--- src/rtl/multicycle_controller_pkg.sv ---
// Shared state, opcode and datapath-select encodings for the multi-cycle RV32I controller.
package riscv_ctrl_pkg;

    typedef enum logic [3:0] {
        FETCH   = 4'd0,
        DECODE  = 4'd1,
        EXEC_R  = 4'd2,
        EXEC_I  = 4'd3,
        ALU_WB  = 4'd4,
        MEM_ADR = 4'd5,
        MEM_RD  = 4'd6,
        MEM_WB  = 4'd7,
        MEM_WR  = 4'd8,
        BEQ     = 4'd9,
        ILLEGAL = 4'd10
    } state_t;

    localparam logic [6:0] OP_RTYPE  = 7'b0110011;
    localparam logic [6:0] OP_ITYPE  = 7'b0010011;
    localparam logic [6:0] OP_LOAD   = 7'b0000011;
    localparam logic [6:0] OP_STORE  = 7'b0100011;
    localparam logic [6:0] OP_BRANCH = 7'b1100011;

    localparam logic [1:0] ALU_ADD = 2'b00;
    localparam logic [1:0] ALU_SUB = 2'b01;
    localparam logic [1:0] ALU_AND = 2'b10;
    localparam logic [1:0] ALU_OR  = 2'b11;

    localparam logic [1:0] SRCA_PC    = 2'b00;
    localparam logic [1:0] SRCA_OLDPC = 2'b01;
    localparam logic [1:0] SRCA_RS1   = 2'b10;

    localparam logic [1:0] SRCB_RS2  = 2'b00;
    localparam logic [1:0] SRCB_IMM  = 2'b01;
    localparam logic [1:0] SRCB_FOUR = 2'b10;

    localparam logic [1:0] RES_ALUOUT = 2'b00;
    localparam logic [1:0] RES_MEM    = 2'b01;
    localparam logic [1:0] RES_ALU    = 2'b10;

    localparam logic [1:0] IMM_I = 2'b00;
    localparam logic [1:0] IMM_S = 2'b01;
    localparam logic [1:0] IMM_B = 2'b10;

endpackage

--- src/rtl/multicycle_controller_alu_decoder.sv ---
// Combinational funct3/funct7 to ALU-op decode; flags unsupported funct3 as illegal.
module alu_decoder
    import riscv_ctrl_pkg::*;
(
    input  logic [2:0] i_funct3,
    input  logic       i_funct7b5,
    input  logic       i_is_rtype,
    output logic [1:0] o_alu_control,
    output logic       o_legal
);

    always_comb begin
        o_alu_control = ALU_ADD;
        o_legal       = 1'b1;
        case (i_funct3)
            // funct7b5 only selects sub for register-register ops; there is no subi
            3'b000:  o_alu_control = (i_is_rtype && i_funct7b5) ? ALU_SUB : ALU_ADD;
            3'b111:  o_alu_control = ALU_AND;
            3'b110:  o_alu_control = ALU_OR;
            default: o_legal       = 1'b0;
        endcase
    end

endmodule

--- src/rtl/multicycle_controller.sv ---
// Multi-cycle RV32I sequencer: FETCH..WB states drive datapath selects and strobes.
// Memory states stall on !mem_ready; a watchdog turns long stalls into a sticky bus error.
module multicycle_controller
    import riscv_ctrl_pkg::*;
#(
    parameter int CNT_W   = 32,
    parameter int TIMEOUT = 16
) (
    input  logic             i_clk,
    input  logic             i_rst,
    input  logic [6:0]       i_opcode,
    input  logic [2:0]       i_funct3,
    input  logic             i_funct7b5,
    input  logic             i_zero,
    input  logic             i_mem_ready,
    output logic             o_pc_write,
    output logic             o_ir_write,
    output logic             o_adr_src,
    output logic             o_mem_read,
    output logic             o_mem_write,
    output logic             o_reg_write,
    output logic [1:0]       o_alu_src_a,
    output logic [1:0]       o_alu_src_b,
    output logic [1:0]       o_alu_control,
    output logic [1:0]       o_result_src,
    output logic [1:0]       o_imm_src,
    output logic [3:0]       o_state,
    output logic             o_illegal,
    output logic             o_bus_err,
    output logic [CNT_W-1:0] o_retired
);

    localparam int                WAIT_W    = (TIMEOUT > 1) ? $clog2(TIMEOUT) : 1;
    localparam logic [WAIT_W-1:0] WAIT_LAST = WAIT_W'(TIMEOUT - 1);

    state_t            r_state;
    logic [WAIT_W-1:0] r_wait;
    logic              r_illegal;
    logic              r_bus_err;
    logic [CNT_W-1:0]  r_retired;

    logic [1:0] w_alu_op;
    logic       w_alu_legal;
    logic       w_waiting;
    logic       w_timeout;
    logic       w_retire;

    alu_decoder u_alu_decoder (
        .i_funct3      (i_funct3),
        .i_funct7b5    (i_funct7b5),
        .i_is_rtype    (r_state == EXEC_R),
        .o_alu_control (w_alu_op),
        .o_legal       (w_alu_legal)
    );

    assign w_waiting = ((r_state == FETCH) || (r_state == MEM_RD) || (r_state == MEM_WR)) && !i_mem_ready;
    assign w_timeout = (TIMEOUT != 0) && w_waiting && (r_wait == WAIT_LAST);
    assign w_retire  = (r_state == ALU_WB) || (r_state == MEM_WB) || (r_state == BEQ) ||
                       ((r_state == MEM_WR) && i_mem_ready);

    always_ff @(posedge i_clk or posedge i_rst) begin
        if (i_rst) begin
            r_state   <= FETCH;
            r_wait    <= '0;
            r_illegal <= 1'b0;
            r_bus_err <= 1'b0;
            r_retired <= '0;
        end else begin
            if (w_retire)
                r_retired <= r_retired + 1'b1;
            // wait counter only survives self-loops, so it clears on every state change
            r_wait <= w_waiting ? r_wait + 1'b1 : '0;
            if (w_timeout) begin
                r_state   <= ILLEGAL;
                r_illegal <= 1'b1;
                r_bus_err <= 1'b1;
            end else begin
                case (r_state)
                    FETCH:   if (i_mem_ready) r_state <= DECODE;
                    DECODE: begin
                        case (i_opcode)
                            OP_RTYPE:          r_state <= EXEC_R;
                            OP_ITYPE:          r_state <= EXEC_I;
                            OP_LOAD, OP_STORE: r_state <= MEM_ADR;
                            OP_BRANCH:         r_state <= BEQ;
                            default: begin
                                r_state   <= ILLEGAL;
                                r_illegal <= 1'b1;
                            end
                        endcase
                    end
                    EXEC_R, EXEC_I: begin
                        if (w_alu_legal) begin
                            r_state <= ALU_WB;
                        end else begin
                            r_state   <= ILLEGAL;
                            r_illegal <= 1'b1;
                        end
                    end
                    MEM_ADR: r_state <= (i_opcode == OP_LOAD) ? MEM_RD : MEM_WR;
                    MEM_RD:  if (i_mem_ready) r_state <= MEM_WB;
                    MEM_WR:  if (i_mem_ready) r_state <= FETCH;
                    ALU_WB, MEM_WB, BEQ: r_state <= FETCH;
                    ILLEGAL: r_state <= ILLEGAL;
                    default: begin
                        r_state   <= ILLEGAL;
                        r_illegal <= 1'b1;
                    end
                endcase
            end
        end
    end

    always_comb begin
        o_pc_write    = 1'b0;
        o_ir_write    = 1'b0;
        o_adr_src     = 1'b0;
        o_mem_read    = 1'b0;
        o_mem_write   = 1'b0;
        o_reg_write   = 1'b0;
        o_alu_src_a   = SRCA_PC;
        o_alu_src_b   = SRCB_RS2;
        o_alu_control = ALU_ADD;
        o_result_src  = RES_ALUOUT;
        o_imm_src     = IMM_I;
        case (r_state)
            FETCH: begin
                o_mem_read   = 1'b1;
                o_alu_src_b  = SRCB_FOUR;
                o_result_src = RES_ALU;
                o_ir_write   = i_mem_ready;
                o_pc_write   = i_mem_ready;
            end
            DECODE: begin
                o_alu_src_a = SRCA_OLDPC;
                o_alu_src_b = SRCB_IMM;
                o_imm_src   = IMM_B;
            end
            EXEC_R: begin
                o_alu_src_a   = SRCA_RS1;
                o_alu_control = w_alu_op;
            end
            EXEC_I: begin
                o_alu_src_a   = SRCA_RS1;
                o_alu_src_b   = SRCB_IMM;
                o_alu_control = w_alu_op;
            end
            ALU_WB:  o_reg_write = 1'b1;
            MEM_ADR: begin
                o_alu_src_a = SRCA_RS1;
                o_alu_src_b = SRCB_IMM;
                o_imm_src   = (i_opcode == OP_STORE) ? IMM_S : IMM_I;
            end
            MEM_RD: begin
                o_mem_read = 1'b1;
                o_adr_src  = 1'b1;
            end
            MEM_WB: begin
                o_reg_write  = 1'b1;
                o_result_src = RES_MEM;
            end
            MEM_WR: begin
                o_mem_write = 1'b1;
                o_adr_src   = 1'b1;
            end
            BEQ: begin
                o_alu_src_a   = SRCA_RS1;
                o_alu_control = ALU_SUB;
                o_pc_write    = i_zero;
            end
            default: ;
        endcase
        // reset must drop strobes immediately, before the next clock edge
        if (i_rst) begin
            o_pc_write  = 1'b0;
            o_ir_write  = 1'b0;
            o_mem_read  = 1'b0;
            o_mem_write = 1'b0;
            o_reg_write = 1'b0;
        end
    end

    assign o_state   = r_state;
    assign o_illegal = r_illegal;
    assign o_bus_err = r_bus_err;
    assign o_retired = r_retired;

endmodule

--- config.mk ---
export PLATFORM = sky130hd
export DESIGN_NAME = multicycle_controller
export DESIGN_NICKNAME = d
export VERILOG_FILES = /design/src/rtl/multicycle_controller_pkg.sv /design/src/rtl/multicycle_controller_alu_decoder.sv /design/src/rtl/multicycle_controller.sv
export SDC_FILE = /design/constraint.sdc
export NUM_CORES = 1
export LEC_CHECK = 0
export CAP_MARGIN = 20
export CORE_ASPECT_RATIO = 1.1
export CORE_MARGIN = 1
export CORE_UTILIZATION = 51
export CTS_BUF_LIST = sky130_fd_sc_hd__clkbuf_16
export DETAILED_ROUTE_END_ITERATION = 8
export PLACE_DENSITY = 0.84
export SYNTH_ARGS = -nofsm -noshare
export SYNTH_HDL_FRONTEND = slang
export SYNTH_SLANG_ARGS = --single-unit
--- constraint.sdc ---
create_clock -name i_clk -period 4.97 [get_ports i_clk]
set_clock_uncertainty 0.05 [all_clocks]
set_input_delay 0.994 -clock i_clk [delete_from_list [all_inputs] [get_ports i_clk]]
set_output_delay 0.994 -clock i_clk [all_outputs]
set_load 0.01 [all_outputs]
==> run summary, run 1 <==
outcome = finished, final reports clean
setup tns final = 0 ns
die area = 4960 um^2
CP max-delay cell = or4b_2
Synth Flop Type = dfrtp_1
post-cts sizing count = 0
Initial Util = 0.545
Synth-to-Final Area Change = 34.8%
met2 Use GR = 0.422
Max-slew headroom = 0.433
post-synthesis sequential area ratio = 0.440
core area = 4380 um^2
MaxCap Viol Count = 0
Setup Buffers After CTS = 0
# diodes = 0
clock latency on the worst-skew pair = 0.28 ns
Synth top area share = 0.440
Global Route Usage Sum = 0.258
drt via density = 5.85
Worst Hold Class = register to register
cells along the critical path = clkdlybuf4s50_1 > and2_1 > a31oi_1 > or4b_2 > a21oi_1 > clkdlybuf4s50_1
pre-CTS setup slack = 0.925 ns
H-tree Lvls = 2
Post-synth EDFFs = 0
Avg WL per Cell = 16.0 um
first-pass GRT wire length = 9540 um
delay-heaviest family, CP = buffers and inverters
Post-Synthesis Cells = 249
Int Pwr = 0.729 mW
TritonCTS Buffers = 5
Slew Limit Fails = 0
Final setup viols = 0
Netlist cell types = 47
Critical Path RT = 3.93 ns
largest area contributor in the netlist = dfrtp_1
CP arrival = 2.99 ns
Rows = 25
share of layout cells above drive strength 1 = 0.0543
Final ANT Viol Nets = 0
largest net degree at the start of global routing = 41
post-DP HPWL = 4040 um
power per cell area = 345 nW/um^2
GRT busiest layer = met2
vias in the first global route = 1995
CTS Root Cell = clkbuf_16
post-route DRC violation count = 0
most frequent cell after synthesis = dfrtp_1
Worst path most repeated cell = clkdlybuf4s50_1
Tot Pwr = 1.11 mW
Ports = 69
#FFs+latches synth = 42
met3 usage = 0.0419
GR Overflow Total = 0
initial antenna violation count = 0
CTS tree = yes
worst vdd ir = 0.222 mV
CP Launch Type = primary input
Placer Congestion = 0.947
Placed Area = 3080 um^2
Die Height = 73.8 um
max incr delay on CP = 0.60 ns
period utilization = 0.813
clock sink total = 42
Least-Margin Pin Slew = 0.849 ns
Yosys Warn Count = 0
clock-pin slew on the worst setup and hold paths = 0.05 ns
grt met1 use = 0.332
Final WS setup = 0.932 ns
cell area after synthesis = 2390 um^2
Layout Cell Area excl Fill = 3220 um^2
Tmin final = 4.04 ns
Crit. End Element = output pin
die width = 67.2 um
CP bufs+invs = 2
top cells by count, synth = dfrtp_1, nand2_1, nor2_1, xnor2_1, nand4_1
port buffer count = 68
via count = 2148
clock power share = 0.274
RSZ-0062 raised after global routing = no
Fmax = 248 MHz
Post-Route WL = 5870 um
Longest Clk Path Bufs = 2
Flop pwr share = 0.414
Combinational Power Share = 0.313
Setup CP Type = primary input to output pin
Sw Share = 0.343
Final Hold Fails = 0
post-synthesis average cell area = 9.59 um^2
Net Count, Synth = 266
Initial DRC Count = 250
crit-path max FO = 3
top post-synthesis cells by area = dfrtp_1, xnor2_1, xor2_1, nand4_1, nand3_1
share of synthesized registers carrying an async set or reset = 1.00
NumNets Final = 330
Switch Pwr = 0.381 mW
Lkg Pwr = 1.22 nW
total iterations of the first detailed-routing run = 4
CTS Hold Buffers Added = 0
hold slack = 0.406 ns
==> power groups by stage <==
| stage | logic, mW | registers [mW] | clock network, mW |
|---|---|---|---|
| floorplan | 0.228 | 0.422 | 0 |
| global placement | 0.332 | 0.462 | 0 |
| detailed placement | 0.341 | 0.462 | 0 |
| CTS | 0.343 | 0.457 | 0.308 |
| global route | 0.377 | 0.467 | 0.320 |
| finish | 0.347 | 0.459 | 0.304 |
==> worst register-to-register path, delay by kind of cell, from the launching register on <==
kind,cells,cell delay (ns)
AND/OR/NAND/NOR,1,0.27
AO/OA/AOI/OAI,1,0.67
flip-flops,1,0.70
XOR/XNOR,2,0.45
==> final timing paths <==
kind	endpoint	slack, ns	cells past startpoint	from
max	o_alu_control[0]	0.93	6	i_funct3[2]
min in group asynchronous	o_bus_err	0.96	2	i_rst
min	r_wait[0]	0.41	1	r_wait[0]
min reg2reg	r_wait[0]	0.41	1	r_wait[0]
max reg2reg	o_retired[21]	2.70	4	o_state[1]
max in group asynchronous	r_wait[0]	3.16	3	i_rst
==> cell families after synthesis <==
logic type,Yosys count,synth area share
AOI/OAI and AO/OA,23,0.0655
xor gates and xnor gates,35,0.128
adders and majority gates,2,0.0105
buffers and inverters,18,0.0351
DFF,42,0.440
muxes,1,0.00419
and+or+nand+nor,128,0.316
==> per-stage QoR <==
stage | util | std cells
final | 0.735 | 367
after global routing | 0.735 | 367
after CTS | 0.733 | 366
after detailed placement | 0.703 | 359
after global placement | 0.703 | 359
after floorplan | - | 249
==> layer usage <==
metal | up-vias | part of all wire
met3 | 12 | 0.068
met2 | 110 | 0.50
li1 | 1024 | -
met1 | 1002 | 0.41
met4 | 0 | 0.020
met5 | - | 0
==> final cells by class <==
class,instances,area (um^2)
fill,323,1160
clock inverter,2,7.51
inverter,5,18.8
clock buffer,5,125
sequential,42,1050
timing repair buffer,70,696
multi-input combinational,189,1250
tap,54,67.6
==> registers in the layout (all words and copies together) (netlist names) <==
register   count
o_state        4
o_illegal      1
o_bus_err      1
o_retired     32
r_wait         4
==> placed cells by master (no fill, tap or decap), drive strengths merged, types with 2 or more instances in the layout <==
cell	Yosys	layout
clkdlybuf4s50	0	68
and4	2	2
nor3b	4	4
clkbuf	9	5
and3	8	8
nand4	18	18
nor3	11	11
nor2	20	20
nor4	7	7
a21oi	6	6
nand2b	6	6
or2	2	2
and4bb	2	2
buf	4	2
nand3	16	16
xnor2	20	20
inv	5	7
ha	2	2
dfrtp	42	42
xor2	15	15
nand2	20	20
or4	2	2
o21ai	7	7
a31oi	2	2
and2	3	3
(Power assumes the default switching activity.)
==> run 2, diff against run 1 <==
--- a/config.mk
+++ b/config.mk
@@ -8,10 +8,10 @@
 export CAP_MARGIN = 20
 export CORE_ASPECT_RATIO = 1.1
 export CORE_MARGIN = 1
-export CORE_UTILIZATION = 51
+export CORE_UTILIZATION = 48
 export CTS_BUF_LIST = sky130_fd_sc_hd__clkbuf_16
 export DETAILED_ROUTE_END_ITERATION = 8
-export PLACE_DENSITY = 0.84
+export PLACE_DENSITY = 0.8
 export SYNTH_ARGS = -nofsm -noshare
 export SYNTH_HDL_FRONTEND = slang
 export SYNTH_SLANG_ARGS = --single-unit
==> constraint.sdc (replaced) <==
create_clock -name i_clk -period 3.9 [get_ports i_clk]
set_clock_uncertainty 0.05 [all_clocks]
set_input_delay 0.78 -clock i_clk [delete_from_list [all_inputs] [get_ports i_clk]]
set_output_delay 0.78 -clock i_clk [all_outputs]
set_load 0.01 [all_outputs]
==> run 2 against run 1 <==
Net effect:
- critical endpoint unchanged
- via count is 0.88% lower
- combinational power rose by 42%
- core utilization shrank 4.3 points
- die area increased by 6.1%
- sequential power up 18%
- routed wire length shrank 4.6%
- critical path type unchanged
- critical path depth did not move
- sequential share of layout area fell by 0.44 points
==> run summary, run 2 (synthesis results as in run 1) <==
outcome = finished, final reports clean
Tmin final = 3.65 ns
Final WS setup = 0.250 ns
die area = 5260 um^2
Least-Margin Pin Slew = 0.828 ns
CTS tree = yes
CP arrival = 2.82 ns
Slew Limit Fails = 0
Final setup viols = 0
first-pass GRT wire length = 9740 um
core area = 4720 um^2
CP Launch Type = primary input
Sw Share = 0.321
max incr delay on CP = 0.60 ns
Worst Hold Class = register to register
DR WL met3 = 245 um
worst r2r dst = o_retired[21]
via count = 2129
Placer Congestion = 0.940
Initial DRC Count = 193
Crit. End Element = output pin
GR Overflow Total = 0
clock-pin slew on the worst setup and hold paths = 0.05 ns
Final ANT Viol Nets = 0
post-DP HPWL = 3880 um
top routing layer in use = met4
MaxCap Viol Count = 0
final design utilization = 0.692
Tot Pwr = 1.48 mW
crit-path max FO = 3
clock latency on the worst-skew pair = 0.28 ns
TritonCTS Buffers = 5
post-cts sizing count = 0
clock power share = 0.303
clock sink total = 42
Switch Pwr = 0.477 mW
Worst path most repeated cell = clkdlybuf4s50_1
hold slack = 0.407 ns
share of layout cells above drive strength 1 = 0.0635
Critical Path RT = 3.07 ns
period utilization = 0.936
Max-slew headroom = 0.446
Sequential Area = 1050 um^2
commonest cells after routing, fill and taps aside = clkdlybuf4s50_1, dfrtp_1, nor2_1, nand2_1, xnor2_1
WL met1 = 2550 um
setup tns final = 0 ns
WHS Path Cells = 1
Hold Startpoint = r_wait[0]
Avg WL per Cell = 15.1 um
CTS Hold Buffers Added = 0
flop2flop setup slack = 1.69 ns
power per cell area = 455 nW/um^2
post-route DRC violation count = 0
CTS Root Cell = clkbuf_16
total iterations of the first detailed-routing run = 4
NumNets Final = 332
Worst Hold End = r_wait[0]
met2 wire length = 2780 um
Longest Clk Path Bufs = 2
port buffer count = 68
Rows = 26
cells along the critical path = clkdlybuf4s50_1 > and2_1 > a31oi_1 > or4b_2 > a21oi_1 > clkdlybuf4s50_1
drt via density = 5.74
most common cell after layout, fill and taps aside = clkdlybuf4s50_1
vias in the first global route = 2006
Combinational Power Share = 0.331
RSZ-0062 raised after global routing = no
Setup CP Type = primary input to output pin
pre-CTS setup slack = 0.267 ns
Post-Route WL = 5600 um
Ports = 69
Global Route Usage Sum = 0.227
largest net degree at the start of global routing = 42
Initial Util = 0.506
Synth-to-Final Area Change = 36.6%
Multi-input gate area = 1250 um^2
# diodes = 0
Die Height = 76.0 um
Int Pwr = 1.01 mW
CP max-delay cell = or4b_2
Final Hold Fails = 0
die width = 69.2 um
Largest register FFs = 32
r2r worst-path depth = 4
Lkg Pwr = 1.23 nW
Flop pwr share = 0.366
initial antenna violation count = 0
FILL cells = 384
Fmax = 274 MHz
H-tree Lvls = 2
Setup Buffers After CTS = 0
worst setup path startpoint = i_funct3[2]
worst vdd ir = 0.339 mV
Worst R2R Start = o_state[0]
==> run 2: changes by cell type in the layout (fill, tap and decap cells not counted) <==
cell,change
buf_4,+2
bufinv_16,+1
inv_1,-2
clkinv_1,+1
==> run 2: how the worst max path moves through the flow <==
stage | end | slack, ns
final | o_alu_control[0] | 0.25
after global routing | o_alu_control[0] | 0.15
after CTS | o_alu_control[0] | 0.25
after detailed placement | o_alu_control[0] | 0.27
after global placement | o_alu_control[0] | 0.28
after floorplan | o_mem_write | 1.01
==> run 2: final cells by class <==
type	count	area share
Clock inverter	2	0.0104
Tap cell	56	0.0215
Inverter	5	0.00575
Timing Repair Buffer	72	0.218
Clock buffer	5	0.0384
Multi-Input combinational cell	189	0.384
Sequential cell	42	0.322
==> run 2: power groups by stage <==
stage | Clock [mW] | Combinational (mW) | Sequential [mW]
5_1_grt | 0.475 | 0.541 | 0.552
3_5_place_dp | 0 | 0.489 | 0.550
3_3_place_gp | 0 | 0.486 | 0.550
2_1_floorplan | 0 | 0.291 | 0.538
4_1_cts | 0.458 | 0.494 | 0.543
6_report | 0.449 | 0.492 | 0.543
==> run 2: critical path, delay by kind of cell <==
| family | cells | cell delay (ns) |
|---|---|---|
| buffers and inverters | 2 | 1.06 |
| AND/OR/NAND/NOR | 2 | 0.77 |
| AO/OA/AOI/OAI | 2 | 0.22 |
==> run 2: routing by layer <==
metal / GRT usage / vias up
li1: - / 1026
met1: 0.304 / 1046
met2: 0.368 / 55
met3: 0.0532 / 2
met4: 0.0633 / 0
met5: 0 / -
==> run 2: stage by stage <==
| step | cell area, um^2 | instances |
|---|---|---|
| 3_3_place_gp | 3100 | 364 |
| 6_report | 3260 | 371 |
| 5_1_grt | 3260 | 371 |
| 4_1_cts | 3260 | 371 |
| 3_5_place_dp | 3100 | 364 |
| 2_1_floorplan | 2390 | 249 |
==> run 3, diff against run 2 <==
--- a/config.mk
+++ b/config.mk
@@ -10,8 +10,10 @@
 export CORE_MARGIN = 1
 export CORE_UTILIZATION = 48
 export CTS_BUF_LIST = sky130_fd_sc_hd__clkbuf_16
+export CTS_CLUSTER_DIAMETER = 200
 export DETAILED_ROUTE_END_ITERATION = 8
 export PLACE_DENSITY = 0.8
+export RECOVER_POWER = 25
 export SYNTH_ARGS = -nofsm -noshare
 export SYNTH_HDL_FRONTEND = slang
 export SYNTH_SLANG_ARGS = --single-unit
==> run 3 against run 2 <==
Net effect:
- the flow now finishes with violations (max-capacitance violations, max-slew violations)
- die area did not move
- highest routed layer unchanged
- worst setup slack got worse by 0.00068 ns
- critical endpoint unchanged
- fmax barely moved
==> run summary, run 3 (synthesis results as in run 1) <==
period utilization = 0.936
TritonCTS Buffers = 5
Longest Clk Path Bufs = 2
clock latency on the worst-skew pair = 0.28 ns
cells along the critical path = clkdlybuf4s50_1 > and2_1 > a31oi_1 > or4b_2 > a21oi_1 > clkdlybuf4s50_1
FILL cells = 383
Setup CP Type = primary input to output pin
Lkg Pwr = 1.23 nW
Placed Area = 3100 um^2
Multi-input gate area = 1250 um^2
CP Launch Type = primary input
vias in the first global route = 2006
post-route DRC violation count = 0
die width = 69.2 um
Ports = 69
Max-slew headroom = -0.436
Post-Route WL = 5640 um
Layout Cell Area excl Fill = 3260 um^2
worst vdd ir = 0.342 mV
Placer Congestion = 0.940
CTS tree = yes
Final setup viols = 0
Fmax = 274 MHz
GR Overflow Total = 0
first-pass GRT wire length = 9740 um
failing checks = max-capacitance violations, max-slew violations
Avg WL per Cell = 15.2 um
power per cell area = 455 nW/um^2
Setup Buffers After CTS = 0
die area = 5260 um^2
total iterations of the first detailed-routing run = 4
Final ANT Viol Nets = 0
Critical Path RT = 3.07 ns
clock-pin slew on the worst setup and hold paths = 0.05 ns
Rows = 26
RSZ-0062 raised after global routing = no
Worst path most repeated cell = clkdlybuf4s50_1
CTS Hold Buffers Added = 0
CTS Root Cell = clkbuf_16
Largest register FFs = 32
Die Height = 76.0 um
largest net degree at the start of global routing = 42
clock sink total = 42
via count = 2125
NumNets Final = 332
most common cell after layout, fill and taps aside = clkdlybuf4s50_1
max incr delay on CP = 0.60 ns
Crit. End Element = output pin
drt via density = 5.73
MaxCap Viol Count = 1
Slew Limit Fails = 42
Worst Hold Class = register to register
port buffer count = 68
Synth-to-Final Area Change = 36.5%
crit-path max FO = 3
H-tree Lvls = 2
post-DP HPWL = 3880 um
commonest cells after routing, fill and taps aside = clkdlybuf4s50_1, dfrtp_1, nor2_1, nand2_1, xnor2_1
Global Route Usage Sum = 0.227
core area = 4720 um^2
CP max-delay cell = or4b_2
post-cts sizing count = 0
Initial Util = 0.506
Initial DRC Count = 202
initial antenna violation count = 0
Least-Margin Pin Slew = 2.15 ns
# diodes = 0
Final Hold Fails = 0
CP arrival = 2.82 ns
Tmin final = 3.65 ns
setup tns final = 0 ns
outcome = complete, but fails checks
Sequential Area = 1050 um^2
share of layout cells above drive strength 1 = 0.0603
## run 3: changes by cell type in the layout (fill, tap and decap cells not counted)
cell	previous run	this run
clkbuf_1	0	1
dlygate4sd3_1	0	1
clkdlybuf4s50_1	68	67
buf_4	4	3
## run 3: per-stage QoR
stage	instances	power, mW	hold WS [ns]	setup slack, ns	util
after global placement	364	1.04	0.400	0.284	0.658
after detailed placement	364	1.04	0.404	0.267	0.658
final	371	1.48	0.407	0.250	0.691
after CTS	371	1.50	0.411	0.247	0.692
after global routing	371	1.57	0.442	0.131	0.691
after floorplan	249	0.829	0.383	1.01	-
## run 3: where the power goes
group / internal (mW) / switching, mW
clock: 0.296 / 0.153
sequential: 0.476 / 0.0668
combinational: 0.234 / 0.258
total: 1.01 / 0.477
## run 3: final cells by class
type,instances,share of cell area
clock buffers,5,0.0384
clock inverters,2,0.0104
inverters,5,0.00576
multi-input cells,189,0.384
flip-flops and latches,42,0.323
well taps,56,0.0215
repair buffers,72,0.217
## run 3: critical path, delay by kind of cell
kind            cells  cell delay [ns]
buf+inv             2             1.06
compound gates      2             0.22
simple gates        2             0.77
## run 3: final timing paths
| path | slack (ns) | depth (start not counted) | from | to |
|---|---|---|---|---|
| setup reg to reg | 1.68 | 4 | o_state[0] | o_retired[21] |
| min in group asynchronous | 0.83 | 2 | i_rst | o_state[0] |
| setup / recovery | 0.25 | 6 | i_funct3[2] | o_alu_control[0] |
| max in group asynchronous | 0.72 | 3 | i_rst | o_retired[5] |
| hold / removal | 0.41 | 1 | r_wait[0] | r_wait[0] |
| hold reg to reg | 0.41 | 1 | r_wait[0] | r_wait[0] |
## run 3: layer usage
metal  global-route usage  share of wire  vias to the layer above
met1                0.304           0.46                     1045
li1                     -              -                     1024
met2                0.368           0.49                       54
met4               0.0633         0.0050                        0
met5                    0              0                        -
met3               0.0532          0.042                        2
